--- src/rtl/song_sequencer_if.sv ---
// Bus between the song sequencer and its environment: transport controls,
// song ROM port and the decoded note stream.
interface song_sequencer_if;
    logic        play;
    logic [1:0]  song;
    logic        beat;
    logic [6:0]  rom_addr;
    logic [15:0] rom_dout;
    logic        new_note;
    logic [5:0]  note;
    logic [5:0]  duration;
    logic [2:0]  meta;
    logic        song_done;
    logic        busy;

    modport master (
        input  play, song, beat, rom_dout,
        output rom_addr, new_note, note, duration, meta, song_done, busy
    );

    modport slave (
        output play, song, beat, rom_dout,
        input  rom_addr, new_note, note, duration, meta, song_done, busy
    );
endinterface

--- src/rtl/song_sequencer.sv ---
// Walks a 32-entry song in ROM, emitting note events and waiting on beat
// ticks for advance entries; end marker or index 31 completion ends the song.
module song_sequencer #(
    parameter bit LOOP = 1'b0
) (
    input  logic             clk,
    input  logic             reset,
    song_sequencer_if.master bus
);

    typedef enum logic [1:0] {IDLE, FETCH, DECODE, WAIT} state_t;

    state_t      state_q, state_d;
    logic [1:0]  song_q, song_d;
    logic [4:0]  index_q, index_d;
    logic [5:0]  cnt_q, cnt_d;
    logic [5:0]  note_q, note_d;
    logic [5:0]  dur_q, dur_d;
    logic [2:0]  meta_q, meta_d;
    logic        new_note_q, new_note_d;
    logic        song_done_q, song_done_d;
    logic        last_q, last_d;    // index 31 completed; end of song on next FETCH
    logic        step_next;

    logic        e_adv;
    logic [5:0]  e_note;
    logic [5:0]  e_dur;
    logic [2:0]  e_meta;

    assign e_adv  = bus.rom_dout[15];
    assign e_note = bus.rom_dout[14:9];
    assign e_dur  = bus.rom_dout[8:3];
    assign e_meta = bus.rom_dout[2:0];

    always_comb begin
        // NOTE: every next-state value gets a default first so no path can infer a latch.
        state_d     = state_q;
        song_d      = song_q;
        index_d     = index_q;
        cnt_d       = cnt_q;
        note_d      = note_q;
        dur_d       = dur_q;
        meta_d      = meta_q;
        last_d      = last_q;
        new_note_d  = 1'b0;
        song_done_d = 1'b0;
        step_next   = 1'b0;

        if (state_q == IDLE) begin
            if (bus.play) begin
                song_d  = bus.song;
                index_d = '0;
                last_d  = 1'b0;
                state_d = FETCH;
            end
        end else if (bus.play) begin
            if (bus.song != song_q) begin
                song_d  = bus.song;
                index_d = '0;
                last_d  = 1'b0;
                state_d = FETCH;
            end else begin
                case (state_q)
                    FETCH: begin
                        if (last_q) begin
                            last_d      = 1'b0;
                            song_done_d = 1'b1;
                            state_d     = LOOP ? DECODE : IDLE;
                        end else begin
                            state_d = DECODE;
                        end
                    end
                    DECODE: begin
                        if (!e_adv) begin
                            note_d     = e_note;
                            dur_d      = e_dur;
                            meta_d     = e_meta;
                            new_note_d = 1'b1;
                            step_next  = 1'b1;
                        end else if (e_dur != 6'd0) begin
                            cnt_d   = e_dur;
                            state_d = WAIT;
                        end else begin
                            song_done_d = 1'b1;
                            index_d     = '0;
                            state_d     = LOOP ? FETCH : IDLE;
                        end
                    end
                    WAIT: begin
                        if (bus.beat) begin
                            if (cnt_q <= 6'd1) begin
                                cnt_d     = '0;
                                step_next = 1'b1;
                            end else begin
                                cnt_d = cnt_q - 6'd1;
                            end
                        end
                    end
                    default: state_d = IDLE;
                endcase
            end
        end

        // The 5-bit index wraps on its own; wrapping past 31 flags end of song.
        if (step_next) begin
            index_d = index_q + 5'd1;
            last_d  = (index_q == 5'd31);
            state_d = FETCH;
        end
    end

    always_ff @(posedge clk or posedge reset) begin
        if (reset) begin
            state_q     <= IDLE;
            song_q      <= '0;
            index_q     <= '0;
            cnt_q       <= '0;
            note_q      <= '0;
            dur_q       <= '0;
            meta_q      <= '0;
            last_q      <= 1'b0;
            new_note_q  <= 1'b0;
            song_done_q <= 1'b0;
        end else begin
            // NOTE: non-blocking so every register updates from the same pre-edge values.
            state_q     <= state_d;
            song_q      <= song_d;
            index_q     <= index_d;
            cnt_q       <= cnt_d;
            note_q      <= note_d;
            dur_q       <= dur_d;
            meta_q      <= meta_d;
            last_q      <= last_d;
            new_note_q  <= new_note_d;
            song_done_q <= song_done_d;
        end
    end

    assign bus.rom_addr  = {song_q, index_q};
    assign bus.busy      = (state_q != IDLE);
    assign bus.new_note  = new_note_q;
    assign bus.song_done = song_done_q;
    assign bus.note      = note_q;
    assign bus.duration  = dur_q;
    assign bus.meta      = meta_q;

endmodule

--- src/flat_wrapper.sv ---
// flat-port wrapper written by rule: the top's interface ports become plain ports
module song_sequencer_flat 
#(
    parameter bit LOOP = 1'b0
)
  (clk, reset, bus_play, bus_song, bus_beat, bus_rom_dout, bus_rom_addr, bus_new_note, bus_note, bus_duration, bus_meta, bus_song_done, bus_busy);
  song_sequencer_if bus_i ();
  input  logic clk;
  input  logic reset;
  input wire logic [$bits(bus_i.play)-1:0] bus_play;
  input wire logic [$bits(bus_i.song)-1:0] bus_song;
  input wire logic [$bits(bus_i.beat)-1:0] bus_beat;
  input wire logic [$bits(bus_i.rom_dout)-1:0] bus_rom_dout;
  output wire logic [$bits(bus_i.rom_addr)-1:0] bus_rom_addr;
  output wire logic [$bits(bus_i.new_note)-1:0] bus_new_note;
  output wire logic [$bits(bus_i.note)-1:0] bus_note;
  output wire logic [$bits(bus_i.duration)-1:0] bus_duration;
  output wire logic [$bits(bus_i.meta)-1:0] bus_meta;
  output wire logic [$bits(bus_i.song_done)-1:0] bus_song_done;
  output wire logic [$bits(bus_i.busy)-1:0] bus_busy;
  assign bus_i.play = bus_play;
  assign bus_i.song = bus_song;
  assign bus_i.beat = bus_beat;
  assign bus_i.rom_dout = bus_rom_dout;
  assign bus_rom_addr = bus_i.rom_addr;
  assign bus_new_note = bus_i.new_note;
  assign bus_note = bus_i.note;
  assign bus_duration = bus_i.duration;
  assign bus_meta = bus_i.meta;
  assign bus_song_done = bus_i.song_done;
  assign bus_busy = bus_i.busy;
  song_sequencer #(.LOOP(LOOP)) u_core (.clk(clk), .reset(reset), .bus(bus_i));
endmodule
--- config.mk ---
export PLATFORM = sky130hd
export DESIGN_NAME = song_sequencer_flat
export DESIGN_NICKNAME = d
export VERILOG_FILES = /design/src/rtl/song_sequencer_if.sv /design/src/rtl/song_sequencer.sv /design/src/flat_wrapper.sv
export SDC_FILE = /design/constraint.sdc
export NUM_CORES = 1
export LEC_CHECK = 0
export ABC_AREA = 1
export ABC_CLOCK_PERIOD_IN_PS = 2500
export CELL_PAD_IN_SITES_DETAIL_PLACEMENT = 1
export CELL_PAD_IN_SITES_GLOBAL_PLACEMENT = 1
export CORE_MARGIN = 1.5
export CORE_UTILIZATION = 38
export CTS_CLUSTER_SIZE = 25
export DETAILED_ROUTE_END_ITERATION = 10
export PLACE_DENSITY_LB_ADDON = 0.1
export SETUP_SLACK_MARGIN = 0.1
export SYNTH_ARGS = -nofsm -noshare
export SYNTH_HDL_FRONTEND = slang
export SYNTH_SLANG_ARGS = --single-unit
--- constraint.sdc ---
create_clock -name clk -period 2.5 [get_ports clk]
set_input_delay 0.5 -clock clk [delete_from_list [all_inputs] [get_ports clk]]
set_output_delay 0.5 -clock clk [all_outputs]
set_load 0.01 [all_outputs]
==> impl_results.md <==
* Final #Nets at 299
* Most used routing layer: met2
* Setup slack, reg-to-reg at 0.60 ns
* Setup crit end kind: output port
* CTS buffer count at 5
* Fmax at 455 MHz
* Clock Sinks at 33
* Sequential Power Share at 46.5%
* Total GRT Usage at 18.2%
* DRC viols at 0
* Die area at 5170 µm²
* P&R area growth vs syn at 33.3%
* Die H at 71.9 µm
* Drt total wl at 4180 µm
* Total grt overflow at 0
* Synth Net Count at 246
* Number of detailed-route iterations in the first pass at 6
* Antenna diodes at 0
* CP Launch Type: flip-flop
* Rel. slew slack at 70.8%
* Yosys reg bits at 33
* Worst Path Arrival at 1.70 ns
* Hold-fix buffer count after cts at 0
* Comb power frac at 25.6%
* Initial antenna violation count at 0
* Post-CTS setup buffers at 0
* Fin crit period at 2.20 ns
* CP Class: reg2out
* Sequential area share after synthesis at 45.7%
* VDD IR-drop max at 0.282 mV
* Post-CTS sizing at 0
* Clock Skews at 0.00198 ns
* Clock Latency Late Sink at 0.28 ns
* Syn Std Cell Area at 1810 µm²
* Avg Synthesized Cell Area at 8.36 µm²
* First-pass GRT wire length at 7240 µm
* CTS tree: built
* Met3 usage at 5.28%
* Worst-case reg-to-reg path depth at 9
* IO Pins at 47
* Largest net degree at the start of global routing at 34
* Detailed-route wire length per cell at 13.0 µm
* Clk root buf: clkbuf_8
* Clk pwr share at 27.9%
* Core area at 4470 µm²
* NetSw at 0.437 mW
* Hold path endpoint: u_core.bus.meta[0]$_DFFE_PP0P_
* Outcome: complete, no violations
* Worst hold path type: reg2reg
* Proportion of layout cells with a drive suffix above 1 at 13.3%
* Top delay family on crit path: buffers and inverters
* Final GP Congestion at 0.779
* Routed vias/inst at 4.82
* GRT met2 Usage at 29.0%
* Crit-path max cell delay at 0.54 ns
* Worst EP required at 2.00 ns
* DRT iter0 DRCs at 93
* H-tree levels at 2
* Crit Reg-Reg Startpoint: u_core.state_q[0]$_DFFE_PP0P_
* Starting Density at 40.4%
* Synthesis Warnings at 0
* Row cnt at 24
* Worst Min Path Start: u_core.bus.meta[0]$_DFFE_PP0P_
* Die width at 71.9 µm
* Synth cell types at 27
* Pwr dens at 579 nW/µm²
* RR Endpoint: u_core.bus.duration[0]$_DFFE_PP0P_
* Synth Instances at 216
* Top cell by count, worst path: inv_1
* CTS Buffer Depth at 2
* Worst-margin pin slew at 0.438 ns
* Max-cap violations at 0
* Vias in the first global route at 1533
* Endpoints failing setup at 0
* Internal Power at 0.956 mW
* Worst-path clk slew at 0.07 ns
* RSZ-0062 raised after global routing: false
* Final Hold Fails at 0
* Vias at 1552
* M1 GR Usage at 24.6%
* Sw Share at 31.3%
* Setup TNS at 0 ns
* CP bufs+invs at 3
* P_leak at 1.21 nW
* Crit-path cells: inv_1 > ha_1 > inv_1 > clkdlybuf4s50_1
* Antenna-violating nets left at 0
* I/O Buffers at 46
* CP max FO at 4
* Worst hold stages at 2
* WHS at 0.479 ns
* Final period util at 87.9%
* Slowest CP cell: clkdlybuf4s50_1
* Slew Viols, Final at 0
* DPL Wire Length at 3260 µm
-- final cells by class --
type,instances,area [µm²]
clock buffer,6,72.6
clock inverter,2,10.0
fill,546,2070
inverter,31,116
multi-input combinational,149,833
sequential,33,826
tap,52,65.1
timing repair buffer,49,483
-- cells in the final DEF, fill, tap and decap left out, drive strengths merged --
| master | n |
|---|---|
| inv | 31 |
| ha | 8 |
| mux2 | 1 |
| nand2 | 80 |
| xor2 | 4 |
| clkbuf | 6 |
| nand3 | 12 |
| nor2 | 13 |
| xnor2 | 2 |
| a22oi | 1 |
| o21ai | 17 |
| buf | 3 |
| clkinv | 2 |
| or2 | 2 |
| clkdlybuf4s50 | 46 |
| nand4 | 3 |
| o22ai | 5 |
| dfrtp | 33 |
| o211ai | 1 |
-- flip-flops by register name, summed over array words and instances (netlist names) --
register and count:
u_core.bus.new_note 1, u_core.index_q 5, u_core.bus.meta 3, u_core.state_q 2, u_core.bus.duration 6, u_core.bus.song_done 1, u_core.cnt_q 6, u_core.bus.note 6
u_core.last_q 1, u_core.song_q 2
-- power groups by stage --
| stage | clock network, mW | registers, mW | logic (mW) |
|---|---|---|---|
| after floorplan | 0 | 0.657 | 0.219 |
| after global placement | 0 | 0.657 | 0.352 |
| after detailed placement | 0 | 0.659 | 0.362 |
| after CTS | 0.405 | 0.649 | 0.365 |
| after global routing | 0.430 | 0.657 | 0.409 |
| final | 0.388 | 0.648 | 0.357 |
-- worst max-delay path by stage --
| stage | slack, ns | end | from | cells after the start |
|---|---|---|---|---|
| 3_3_place_gp | 0.36 | u_core.bus.duration[4]$_DFFE_PP0P_ | bus_song[0] | 8 |
| 5_1_grt | 0.21 | bus_busy | u_core.state_q[0]$_DFFE_PP0P_ | 4 |
| 4_1_cts | 0.28 | bus_busy | u_core.state_q[0]$_DFFE_PP0P_ | 4 |
| 2_1_floorplan | 0.93 | u_core.bus.duration[4]$_DFFE_PP0P_ | u_core.state_q[0]$_DFFE_PP0P_ | 9 |
| 3_5_place_dp | 0.29 | u_core.bus.duration[0]$_DFFE_PP0P_ | bus_song[1] | 10 |
| 6_report | 0.30 | bus_busy | u_core.state_q[0]$_DFFE_PP0P_ | 4 |
-- cell usage after synthesis (all sizes together) --
master	count	area share, %
dfrtp	33	46
buf	3	1.7
or2	2	0.69
mux2	1	0.62
nand2	80	17
inv	31	6.4
nand4	3	1.0
nand3	12	4.7
xnor2	2	1.4
o21ai	17	6.2
o211ai	1	0.42
ha	8	5.5
a22oi	1	0.42
xor2	4	1.9
nor2	13	4.2
o22ai	5	1.7
-- cells by family after synthesis --
logic type | Yosys count | synth area share [%]
compound gates | 24 | 8.73
xor+xnor | 6 | 3.33
fa+ha+maj | 8 | 5.54
buf+inv | 34 | 8.11
flops | 33 | 45.7
mux | 1 | 0.624
simple gates | 110 | 27.9
-- stage by stage --
step / util, % / total power [mW] / cells / setup WS [ns] / cell area [µm²]
3_3_place_gp: 51.9 / 1.01 / 314 / 0.365 / 2320
4_1_cts: 53.8 / 1.42 / 322 / 0.283 / 2410
5_1_grt: 53.8 / 1.50 / 322 / 0.210 / 2410
6_report: 53.8 / 1.39 / 322 / 0.301 / 2410
3_5_place_dp: 51.9 / 1.02 / 314 / 0.287 / 2320
2_1_floorplan: - / 0.876 / 216 / 0.926 / 1810
-- worst register-to-register path: stages, from the launching register on --
cell     delay [ns]
dfrtp_1        0.41
inv_1          0.08
ha_1           0.28
inv_1          0.11
nand3_2        0.12
nor2_4         0.13
nand3_2        0.23
buf_4          0.28
nand2_1        0.10
o21ai_2        0.06
-- routing by layer --
metal / part of all wire (%) / wire length (µm)
met5: 0 / 0
met4: 0.81 / 34
met3: 4.0 / 167
met2: 46 / 1910
met1: 49 / 2060
Note: power is estimated with default switching activity, not from simulation.
